<file path="src/rtl/ps2_ascii_scanner_pkg.sv">
// Shared definitions for the PS/2 scancode-to-ASCII scanner: receiver states,
// protocol byte values and the default key RAM address.
package ps2_ascii_scanner_pkg;

    typedef enum logic [1:0] {
        RX_IDLE   = 2'd0,
        RX_DATA   = 2'd1,
        RX_PARITY = 2'd2,
        RX_STOP   = 2'd3
    } rx_state_t;

    localparam logic [7:0]  SC_BREAK  = 8'hF0;
    localparam logic [7:0]  SC_EXT    = 8'hE0;
    localparam logic [7:0]  SC_LSHIFT = 8'h12;
    localparam logic [7:0]  SC_RSHIFT = 8'h59;

    localparam logic [12:0] SCAN_ASCII_ADDR_DEFAULT = 13'h0310;

endpackage

</file>
<file path="src/rtl/ps2_scan2ascii.sv">
// Scan code set 2 to ASCII lookup for letters, digits, space and enter.
// Shift selects upper case letters and the US symbols above the digit row.
module ps2_scan2ascii
    import ps2_ascii_scanner_pkg::*;
(
    input  logic [7:0] scancode,
    input  logic       shift,
    output logic [7:0] ascii
);

    always_comb begin
        ascii = 8'h00;
        case (scancode)
            8'h1C: ascii = shift ? "A" : "a";
            8'h32: ascii = shift ? "B" : "b";
            8'h21: ascii = shift ? "C" : "c";
            8'h23: ascii = shift ? "D" : "d";
            8'h24: ascii = shift ? "E" : "e";
            8'h2B: ascii = shift ? "F" : "f";
            8'h34: ascii = shift ? "G" : "g";
            8'h33: ascii = shift ? "H" : "h";
            8'h43: ascii = shift ? "I" : "i";
            8'h3B: ascii = shift ? "J" : "j";
            8'h42: ascii = shift ? "K" : "k";
            8'h4B: ascii = shift ? "L" : "l";
            8'h3A: ascii = shift ? "M" : "m";
            8'h31: ascii = shift ? "N" : "n";
            8'h44: ascii = shift ? "O" : "o";
            8'h4D: ascii = shift ? "P" : "p";
            8'h15: ascii = shift ? "Q" : "q";
            8'h2D: ascii = shift ? "R" : "r";
            8'h1B: ascii = shift ? "S" : "s";
            8'h2C: ascii = shift ? "T" : "t";
            8'h3C: ascii = shift ? "U" : "u";
            8'h2A: ascii = shift ? "V" : "v";
            8'h1D: ascii = shift ? "W" : "w";
            8'h22: ascii = shift ? "X" : "x";
            8'h35: ascii = shift ? "Y" : "y";
            8'h1A: ascii = shift ? "Z" : "z";
            8'h45: ascii = shift ? ")" : "0";
            8'h16: ascii = shift ? "!" : "1";
            8'h1E: ascii = shift ? "@" : "2";
            8'h26: ascii = shift ? "#" : "3";
            8'h25: ascii = shift ? "$" : "4";
            8'h2E: ascii = shift ? "%" : "5";
            8'h36: ascii = shift ? "^" : "6";
            8'h3D: ascii = shift ? "&" : "7";
            8'h3E: ascii = shift ? "*" : "8";
            8'h46: ascii = shift ? "(" : "9";
            8'h29: ascii = 8'h20;
            8'h5A: ascii = 8'h0D;
            default: ascii = 8'h00;
        endcase
    end

endmodule

</file>
<file path="src/rtl/ps2_ascii_scanner.sv">
// PS/2 keyboard receiver that keeps the ASCII code of the currently held key
// at a fixed key RAM address, with framing and timeout error reporting.
module ps2_ascii_scanner
    import ps2_ascii_scanner_pkg::*;
#(
    parameter logic [12:0] SCAN_ASCII_ADDR = SCAN_ASCII_ADDR_DEFAULT,
    parameter int unsigned TIMEOUT_CYCLES  = 50000
) (
    input  logic        clock,
    input  logic        reset,
    input  logic        ps2_clk,
    input  logic        ps2_data,
    output logic [12:0] key_ram_addr,
    output logic [31:0] key_ram_wdata,
    output logic        key_ram_wen,
    output logic        frame_error
);

    localparam int TO_W = $clog2(TIMEOUT_CYCLES + 1);

    logic [1:0] ps2_raw;
    logic [1:0] ps2_sync;
    logic       ps2_clk_prev_reg;
    logic       ps2_fall;

    assign ps2_raw = {ps2_data, ps2_clk};

    genvar gi;
    generate
        for (gi = 0; gi < 2; gi++) begin : g_sync
            logic meta_reg;
            logic sync_reg;
            always_ff @(posedge clock) begin
                if (reset) begin
                    meta_reg <= 1'b1;
                    sync_reg <= 1'b1;
                end else begin
                    meta_reg <= ps2_raw[gi];
                    sync_reg <= meta_reg;
                end
            end
            assign ps2_sync[gi] = sync_reg;
        end
    endgenerate

    always_ff @(posedge clock) begin
        if (reset) ps2_clk_prev_reg <= 1'b1;
        else       ps2_clk_prev_reg <= ps2_sync[0];
    end

    assign ps2_fall = !ps2_sync[0] && ps2_clk_prev_reg;

    rx_state_t         state_reg;
    logic [2:0]        bit_cnt_reg;
    logic [7:0]        rx_shift_reg;
    logic              parity_reg;
    logic [TO_W-1:0]   timeout_reg;
    logic              byte_valid_reg;
    logic [7:0]        byte_reg;

    always_ff @(posedge clock) begin
        if (reset) begin
            state_reg      <= RX_IDLE;
            bit_cnt_reg    <= 3'd0;
            rx_shift_reg   <= 8'd0;
            parity_reg     <= 1'b0;
            timeout_reg    <= '0;
            byte_valid_reg <= 1'b0;
            byte_reg       <= 8'd0;
            frame_error    <= 1'b0;
        end else begin
            frame_error    <= 1'b0;
            byte_valid_reg <= 1'b0;

            if (state_reg == RX_IDLE || ps2_fall) timeout_reg <= '0;
            else                                  timeout_reg <= timeout_reg + TO_W'(1);

            // A stalled partial frame is dropped so the next start bit resynchronises.
            if (state_reg != RX_IDLE && !ps2_fall &&
                timeout_reg == TO_W'(TIMEOUT_CYCLES - 1)) begin
                state_reg   <= RX_IDLE;
                bit_cnt_reg <= 3'd0;
                frame_error <= 1'b1;
                timeout_reg <= '0;
            end else if (ps2_fall) begin
                case (state_reg)
                    RX_IDLE: begin
                        if (!ps2_sync[1]) begin
                            state_reg    <= RX_DATA;
                            bit_cnt_reg  <= 3'd0;
                            rx_shift_reg <= 8'd0;
                        end
                    end
                    RX_DATA: begin
                        rx_shift_reg <= {ps2_sync[1], rx_shift_reg[7:1]};
                        bit_cnt_reg  <= bit_cnt_reg + 3'd1;
                        if (bit_cnt_reg == 3'd7) state_reg <= RX_PARITY;
                    end
                    RX_PARITY: begin
                        parity_reg <= ps2_sync[1];
                        state_reg  <= RX_STOP;
                    end
                    RX_STOP: begin
                        state_reg <= RX_IDLE;
                        byte_reg  <= rx_shift_reg;
                        if (ps2_sync[1] && (^{rx_shift_reg, parity_reg})) byte_valid_reg <= 1'b1;
                        else                                              frame_error    <= 1'b1;
                    end
                    default: state_reg <= RX_IDLE;
                endcase
            end
        end
    end

    logic       break_pending_reg;
    logic       ext_pending_reg;
    logic       shift_reg;
    logic [7:0] held_code_reg;
    logic [7:0] ascii;

    ps2_scan2ascii u_scan2ascii (
        .scancode (byte_reg),
        .shift    (shift_reg),
        .ascii    (ascii)
    );

    always_ff @(posedge clock) begin
        if (reset) begin
            break_pending_reg <= 1'b0;
            ext_pending_reg   <= 1'b0;
            shift_reg         <= 1'b0;
            held_code_reg     <= 8'd0;
            key_ram_wen       <= 1'b0;
            key_ram_wdata     <= 32'd0;
        end else if (byte_valid_reg) begin
            if (byte_reg == SC_BREAK) begin
                break_pending_reg <= 1'b1;
            end else if (byte_reg == SC_EXT) begin
                ext_pending_reg <= 1'b1;
            end else begin
                break_pending_reg <= 1'b0;
                ext_pending_reg   <= 1'b0;
                if (byte_reg == SC_LSHIFT || byte_reg == SC_RSHIFT) begin
                    shift_reg <= !break_pending_reg;
                end else if (break_pending_reg) begin
                    if (byte_reg == held_code_reg) begin
                        key_ram_wen   <= 1'b0;
                        key_ram_wdata <= 32'd0;
                    end
                end else if (!ext_pending_reg && ascii != 8'd0 &&
                             !(key_ram_wen && byte_reg == held_code_reg)) begin
                    // Typematic repeats are ignored so a later shift change
                    // cannot re-translate the key already being held.
                    key_ram_wen   <= 1'b1;
                    key_ram_wdata <= {24'd0, ascii};
                    held_code_reg <= byte_reg;
                end
            end
        end
    end

    assign key_ram_addr = SCAN_ASCII_ADDR;

endmodule

</file>
<file path="config.mk">
export PLATFORM = sky130hd
export DESIGN_NAME = ps2_ascii_scanner
export DESIGN_NICKNAME = d
export VERILOG_FILES = /design/src/rtl/ps2_ascii_scanner_pkg.sv /design/src/rtl/ps2_scan2ascii.sv /design/src/rtl/ps2_ascii_scanner.sv
export SDC_FILE = /design/constraint.sdc
export NUM_CORES = 1
export LEC_CHECK = 0
export ABC_AREA = 1
export CORE_UTILIZATION = 56
export DETAILED_ROUTE_END_ITERATION = 7
export GPL_TIMING_DRIVEN = 0
export PLACE_DENSITY = 0.79
export SETUP_SLACK_MARGIN = 0.4
export SYNTH_ARGS = -nofsm -noshare
export SYNTH_HDL_FRONTEND = slang
export SYNTH_SLANG_ARGS = --single-unit
</file>
<file path="constraint.sdc">
create_clock -name clock -period 2.3 [get_ports clock]
set_clock_uncertainty 0.05 [all_clocks]
set_input_delay 0.345 -clock clock [delete_from_list [all_inputs] [get_ports clock]]
set_output_delay 0.345 -clock clock [all_outputs]
set_load 0.02 [all_outputs]
</file>
==> flow_results.org, run 1 <==
** Clocking
- TritonCTS built the clock tree.
- The clock passes through at most 2 buffers.
- In this run, post-CTS hold repair placed 0 buffers.
- Clock tree synthesis inserted a total of 9 buffers.
- Clock-pin slew was measured on the worst setup and hold paths at 80 ps.
- The cell sitting at the root of the clock tree is a clkbuf_8.
- Total number of clock tree sinks :: 64
- H-tree depth reported by CTS :: 3
- At the later pin of the worst-skew pair, clock insertion delay measures 360 ps.

** Floorplanning
- Top Ports :: 51
- From bottom edge to top edge, the die measures 86.57 microns.
- The floorplan has 30 rows.
- Core Area :: 6869 sq um
- Total die area :: 7494 sq um
- The initial utilization of the core area, before any placement, comes to 0.5831.
- The floorplan step set the die width to 86.57 microns.

** Detailed routing
- Dividing the detail-routed wire length by the instance count gives 13.42 microns.
- Routed via count :: 4184
- Ratio of routed vias to standard cells :: 5.172
- For this run, design rule violations remaining after detail routing come to 0.
- Detailed-route wire length :: 10850 microns
- DRT antenna net count :: 0
- Initial DRC count :: 258
- The first detailed-routing pass ran for 7 iterations.

** Outcome
- Outcome :: finished clean

** Timing
- The worst path needs 2019 ps of the cycle, external delays included.
- Of the available clock period, the critical path in the final layout requires 0.8777.
- Based on the critical path, the design can be clocked at up to 495.4 MHz.
- Final hold vios :: 0
- RSZ-0062 raised after global routing :: true
- Setup violations remaining at the end of the flow were counted as 0.
- Setup total negative slack on the finished layout was measured at 0 ps.
- On the final layout, the worst hold slack is 370.3 ps.
- Final Max Tran Viols :: 0

** Global routing
- Met3 usage :: 0.07143
- Wire length of the first global-routing pass :: 17220 microns
- The total overflow left after global routing is 0.
- Tot GR Track Use :: 0.2969
- Vias in the first global route :: 3821
- Global routing's busiest layer :: met2
- Global routing usage on met1 :: 0.3375
- The number of antenna violations at the first check in global routing came to 0.
- Largest net degree at the start of global routing :: 14
- Global routing usage on met2 :: 0.5087

** Final layout
- In the final layout, the share of cells above drive strength 1 is 0.3015.
- Multi-input combinational cell area :: 2623 sq um
- Final core area utilization :: 0.7683
- Area taken by flip-flops and latches :: 1299 sq um
- Layout-stage area growth over the synthesis result :: 31.77%
- Largest register FFs :: 16
- Total of fill cells in the finished design :: 515
- Antenna Diode Count :: 0
- Final Net Count :: 719
- The finished cells cover 5278 sq um.

** Logic synthesis
- After synthesis the netlist holds a flip-flop and latch count of 64.
- EDFF count, synth :: 0
- Of the post-synthesis cell area, the dominant cell type holds 0.3199.
- Seq/Total Area, Yosys :: 0.3199
- Distinct cells, synth :: 34
- Yosys attributes the largest share of cell area to dfxtp_1, nand2_1, nor2_1.
- Share of flip-flops with an asynchronous set or reset :: 0
- Biggest area consumer among synthesized cells :: dfxtp_1
- Synthesis Warnings :: 0
- Dividing the synthesized area by the synthesized cell count gives 6.544 sq um.
- Top FF cell, synth :: dfxtp_1
- The synthesized netlist occupies a cell area of 4005 sq um.
- Counting every instance in the synthesized netlist gives 612.

** Pwr
- Design Power :: 0.002385 W
- Power density over cell area :: 452.0 nW/um^2
- Lkg Pwr :: 2.553 nW
- Peak supply drop :: 0.6045 mV

** Place
- The count of buffers added on input and output ports is 12.
- Instance area at placement :: 4380 sq um
- Summed over all nets, the half-perimeter wirelength after detailed placement is 7171 microns.
- Placer Congestion :: 0.9630

** Worst setup path
- STA puts the critical path data arrival time at 2230 ps.
- Classification of the worst setup path :: flip-flop to flip-flop
- Worst reg2reg path endpoint :: key_ram_wdata[2]
- Depth of the worst register-to-register path :: 13
- In this run the critical register-to-register path is launched from byte_reg[6].
- The setup check on the worst reg-to-reg path leaves a slack of 280 ps.
- The worst setup path is launched from a flip-flop.
- Kind of end point of the critical path :: flip-flop
- Highest fanout seen on the critical path :: 5
- Data required time at the worst endpoint :: 2510 ps

** Min path
- The path with the worst hold slack has its endpoint at g_sync[1].sync_reg.
- Path class of the lowest-slack min-delay path :: flip-flop to flip-flop
- Instance count along the most critical hold path :: 1
- The startpoint identified for the worst hold timing path is g_sync[1].meta_reg.

** Flow run
- Across the run, the number of max-cap violations was 0.
layout by cell type (no fill, tap or decap), types with 15 or more instances in the layout:
cell	synthesis	final
nand2_1	138	97
buf_4	39	73
nor2_1	92	67
dfxtp_1	64	58
a21oi_1	52	47
inv_1	47	44
nand3_1	42	39
conb_1	2	38
nand2_2	5	37
nor2_2	7	19
nor2_4	3	17
o21ai_0	17	17
xor2_1	15	15
worst max-delay path, stage by stage (launching register included):
cell     delay (ps)
dfxtp_2         320
buf_6           100
inv_4            40
nand2_8          90
nor2_4           70
buf_6           150
nand2_4          70
nand2_4          60
buf_4           130
buf_4           140
nor3_1          350
nand4_1         150
a21oi_1         140
nor2_1           50
layout make-up:
| type | instances | share of cell area |
|---|---|---|
| multi-input combinational | 477 | 0.4969 |
| sequential | 64 | 0.2461 |
| buffer | 55 | 0.07871 |
| timing repair buffer | 48 | 0.07421 |
| inverter | 53 | 0.03888 |
| clock buffer | 9 | 0.02347 |
| tap | 96 | 0.02276 |
| clock inverter | 7 | 0.01897 |
what timing repair did:
action / in CTS / in global routing
buffers inserted: 27 / 7
resized for setup: 73 / 59
setup endpoints to repair: 36 / 38
gates cloned: 3 / 0
pin swaps: 12 / 21
Yosys cell counts, drive strengths merged (2+ instances only):
master / n
clkbuf: 8
xnor2: 3
nor3: 14
buf: 47
nand4: 10
a21oi: 52
inv: 53
or2: 5
nor2: 102
nand3: 43
nor3b: 5
ha: 7
xor2: 15
dfxtp: 64
conb: 2
nand2: 145
nor4: 4
o21bai: 3
o21ai: 25
power by group:
group | total [W] | switching, W | leakage (nW) | internal [W]
sequential | 0.00111 | 0.00000194 | 0.521 | 0.00111
clock | 0.00113 | 0.000507 | 0.115 | 0.000621
combinational | 0.000148 | 0.0000905 | 1.92 | 0.0000580
worst max-delay path by stage:
stage	cells after the start	to	from	slack [ps]
6_report	13	key_ram_wdata[2]	byte_reg[6]	280
5_1_grt	14	held_code_reg[6]	byte_reg[3]	170
4_1_cts	16	key_ram_wdata[6]	byte_reg[6]	370
3_5_place_dp	9	rx_shift_reg[4]	state_reg[0]	170
3_3_place_gp	14	key_ram_wdata[1]	byte_reg[0]	200
2_1_floorplan	9	rx_shift_reg[0]	state_reg[0]	520
through the flow:
stage	worst slack [ps]	cells
6_report	281.3	809
5_1_grt	166.2	809
4_1_cts	368.5	802
3_5_place_dp	170.6	756
3_3_place_gp	199.4	756
2_1_floorplan	517.7	648
cell families after synthesis:
group / share of synthesized area
fa+ha+maj: 0.02187
compound gates: 0.1078
xor+xnor: 0.03936
other cells: 0.001875
flops: 0.3199
buf+inv: 0.1462
simple gates: 0.3630
metal layers:
layer,wire length [microns],part of all wire
met1,4336,0.40
met4,479,0.044
met5,0,0
met3,647,0.060
met2,5391,0.50
Power figures use the tool's default switching activity.
==> run 2: changes to the inputs <==
--- a/config.mk
+++ b/config.mk
@@ -11,6 +11,7 @@
 export GPL_TIMING_DRIVEN = 0
 export PLACE_DENSITY = 0.79
 export SETUP_SLACK_MARGIN = 0.4
+export SKIP_LAST_GASP = 1
 export SYNTH_ARGS = -nofsm -noshare
 export SYNTH_HDL_FRONTEND = slang
 export SYNTH_SLANG_ARGS = --single-unit
==> results of run 2 <==
Same layout as run 1: the final DEF is identical, and so are final timing and power.
==> run 3: changes to the inputs <==
--- a/config.mk
+++ b/config.mk
@@ -10,8 +10,10 @@
 export DETAILED_ROUTE_END_ITERATION = 7
 export GPL_TIMING_DRIVEN = 0
 export PLACE_DENSITY = 0.79
+export RECOVER_POWER = 50
 export SETUP_SLACK_MARGIN = 0.4
 export SKIP_LAST_GASP = 1
 export SYNTH_ARGS = -nofsm -noshare
 export SYNTH_HDL_FRONTEND = slang
 export SYNTH_SLANG_ARGS = --single-unit
+export TNS_END_PERCENT = 10
==> flow_results.org, run 3 (synthesized netlist as in run 1, its figures left out) <==
** Flow run
- Number of max-cap violations :: 0 (unchanged)

** Global routing
- Antenna violations before repair :: 0 (unchanged)
- Tot GR Track Use :: 0.2814 (-0.01549)
- Wire length of the first global-routing pass :: 16270 microns (-5.5%)
- Vias in the first global route :: 3613 (-5.4%)
- The maximum number of pins on one net before global-route repair was 14 (unchanged).
- Total congestion overflow after global routing :: 0 (unchanged)

** Detailed routing
- Detailed-route wire length :: 10760 microns (-0.89%)
- Routed via count :: 4155 (-0.69%)
- Ratio of routed vias to standard cells :: 5.226 (+1.1%)
- The DRC marker count from the first detailed-route iteration came to 213 (-17%).
- The post-detailed-route DRC marker count was 0 (unchanged).
- Number of iterations in the first detailed-routing pass :: 7 (unchanged)
- The post-route antenna net violation count was 0 (unchanged).
- Average routed wire per standard cell :: 13.53 microns (+0.85%)

** Floorplanning
- Core Area :: 6869 sq um (unchanged)
- Overall die width :: 86.57 microns (unchanged)
- The starting density of the core is 0.5831 (unchanged).
- Row cnt :: 30 (unchanged)
- The top-level I/O count came to 51 (unchanged).
- Vertical die dimension :: 86.57 microns (unchanged)
- The area of the die was 7494 sq um (unchanged).

** Min path
- The min-delay analysis places its worst path in the category flip-flop to flip-flop.

** Final layout
- Most common library cell in the layout ignoring fill and taps :: nand2_1
- Commonest non-fill, non-tap cells in the layout :: nand2_1, nor2_1, dfxtp_1, buf_4, a21oi_1
- The antenna cell count was 0 (unchanged).
- The sequential standard cell area was 1300 sq um (about the same).
- Final Net Count :: 705 (-1.9%)
- Fin area :: 5115 sq um (-3.1%)
- Fraction of layout instances using a drive strength above 1 :: 0.2704 (-0.03116)
- The number of flip-flops under the largest register name is 16 (unchanged).
- Layout-stage area growth over the synthesis result :: 27.71%
- Multi-input combinational cell area :: 2560 sq um (-2.4%)
- The number of filler instances in the final layout was 562 (+9.1%).

** Timing
- The final number of max-transition violations came to 0 (unchanged).
- Setup total negative slack :: 0 ps (unchanged)
- RSZ-0062 raised after global routing :: true
- Final hold vios :: 0 (unchanged)
- Final Critical Period :: 2047 ps (+28.05 ps)
- The final critical-path share of the clock period is 0.8899 (+0.01219).
- The count of final setup violators was 0 (unchanged).
- The worst hold slack across all endpoints was 369.5 ps (-0.8790 ps).
- Maximum clock frequency :: 488.6 MHz (-1.4%)

** Clocking
- Total number of clock tree sinks :: 64 (unchanged)
- TritonCTS clock tree :: built
- Source-to-sink clock delay at the later pin of the worst-skew pair :: 360 ps (about the same)
- H-tree depth reported by CTS :: 3 (unchanged)
- CTS buffer count :: 9 (unchanged)
- Number of buffers inserted for hold repair after clock tree synthesis :: 0 (unchanged)
- Clock input transition at the sequential cells of the worst setup and hold paths :: 80 ps (about the same)
- The root buffer cell chosen for the clock tree is clkbuf_8.
- Clock Path Buffers :: 2 (unchanged)

** Place
- Placer Congestion :: 0.9630 (unchanged)
- The total of buffers placed on input and output ports came to 12 (unchanged).
- Instance area at placement :: 4380 sq um (unchanged)
- The half-perimeter wire length after placement was 7171 microns (unchanged).

** Outcome
- Outcome :: finished clean

** Pwr
- The maximum ir drop on the vdd rail was 0.6093 mV (+0.80%).
- Power density over cell area :: 465.2 nW/um^2 (+2.9%)
- The leakage power figure was 2.490 nW (-2.5%).

** Worst setup path
- Endpoint arrival time on the critical path :: 2260 ps (+30 ps)
- Classification of the worst setup path :: flip-flop to flip-flop
- STA classifies the critical path startpoint as a flip-flop.
- The required time at the endpoint of the critical path is 2510 ps (about the same).
- STA classifies the critical path endpoint as a flip-flop.
- Highest fanout seen on the critical path :: 7 (+2)
-- run 3: changes by cell type in the layout (fill, tap and decap cells not counted), sizes merged --
cell / delta
buf: -15
dlygate4sd3: +10
clkdlybuf4s50: -10
clkbuf: +1
-- run 3: power breakdown --
| group | internal [W] | leakage (nW) | total [W] | switching, W |
|---|---|---|---|---|
| Combinational | 0.0000570 | 1.85 | 0.000147 | 0.0000903 |
| Sequential | 0.00111 | 0.521 | 0.00111 | 0.00000191 |
| Clock | 0.000621 | 0.115 | 0.00112 | 0.000503 |
-- run 3: per-stage QoR --
step           total power (W)  std cells  utilization  worst slack (ps)
3_5_place_dp          0.001281        756       0.6377             170.6
5_1_grt               0.002453        795       0.7446             150.6
4_1_cts               0.002393        778       0.6873             320.0
6_report              0.002380        795       0.7446             253.2
3_3_place_gp          0.001280        756       0.6377             199.4
2_1_floorplan         0.001266        648            -             517.7
-- run 3: repair_timing --
item,4_1_cts,5_1_grt
setup buffers,3,16
cloned,3,1
gates resized for setup,29,83
endpoints found under the setup margin,36,38
pin swaps,7,28
-- run 3: path summary, 6_finish.rpt --
check	startpoint	endpoint	slack [ps]	cells after the start
worst max-delay path	byte_reg[6]	held_code_reg[1]	250	15
worst min-delay path	g_sync[1].meta_reg	g_sync[1].sync_reg	370	1
worst max register to register	byte_reg[6]	held_code_reg[1]	250	15
worst min register to register	g_sync[1].meta_reg	g_sync[1].sync_reg	370	1
-- run 3: area by class of cell --
type,instances,area share
repair buffers,34,0.05797
plain buffers,55,0.07901
well taps,96,0.02348
multi-input cells,477,0.5005
clock inverters,7,0.01957
flip-flops and latches,64,0.2542
clock buffers,9,0.02422
inverters,53,0.04110
-- run 3: per-layer routing --
layer,up-vias,wire length (microns),GRT usage
met2,174,5244,0.4661
met3,62,633,0.07143
met5,-,0,0
met4,0,603,0.1652
li1,2062,-,-
met1,1857,4275,0.3296
-- run 3: critical path: stages, from the launching register on --
cell and delay [ps]:
dfxtp_2 330, buf_6 120, inv_6 40, nand2_8 90
nor2_4 70, buf_6 140, nand2_2 70, nand2_2 60
nor2_2 90, nand2_1 90, nor2_2 140, nand3_2 110
nand2_4 140, clkinvlp_4 200, nor2_2 160, nor2_1 50
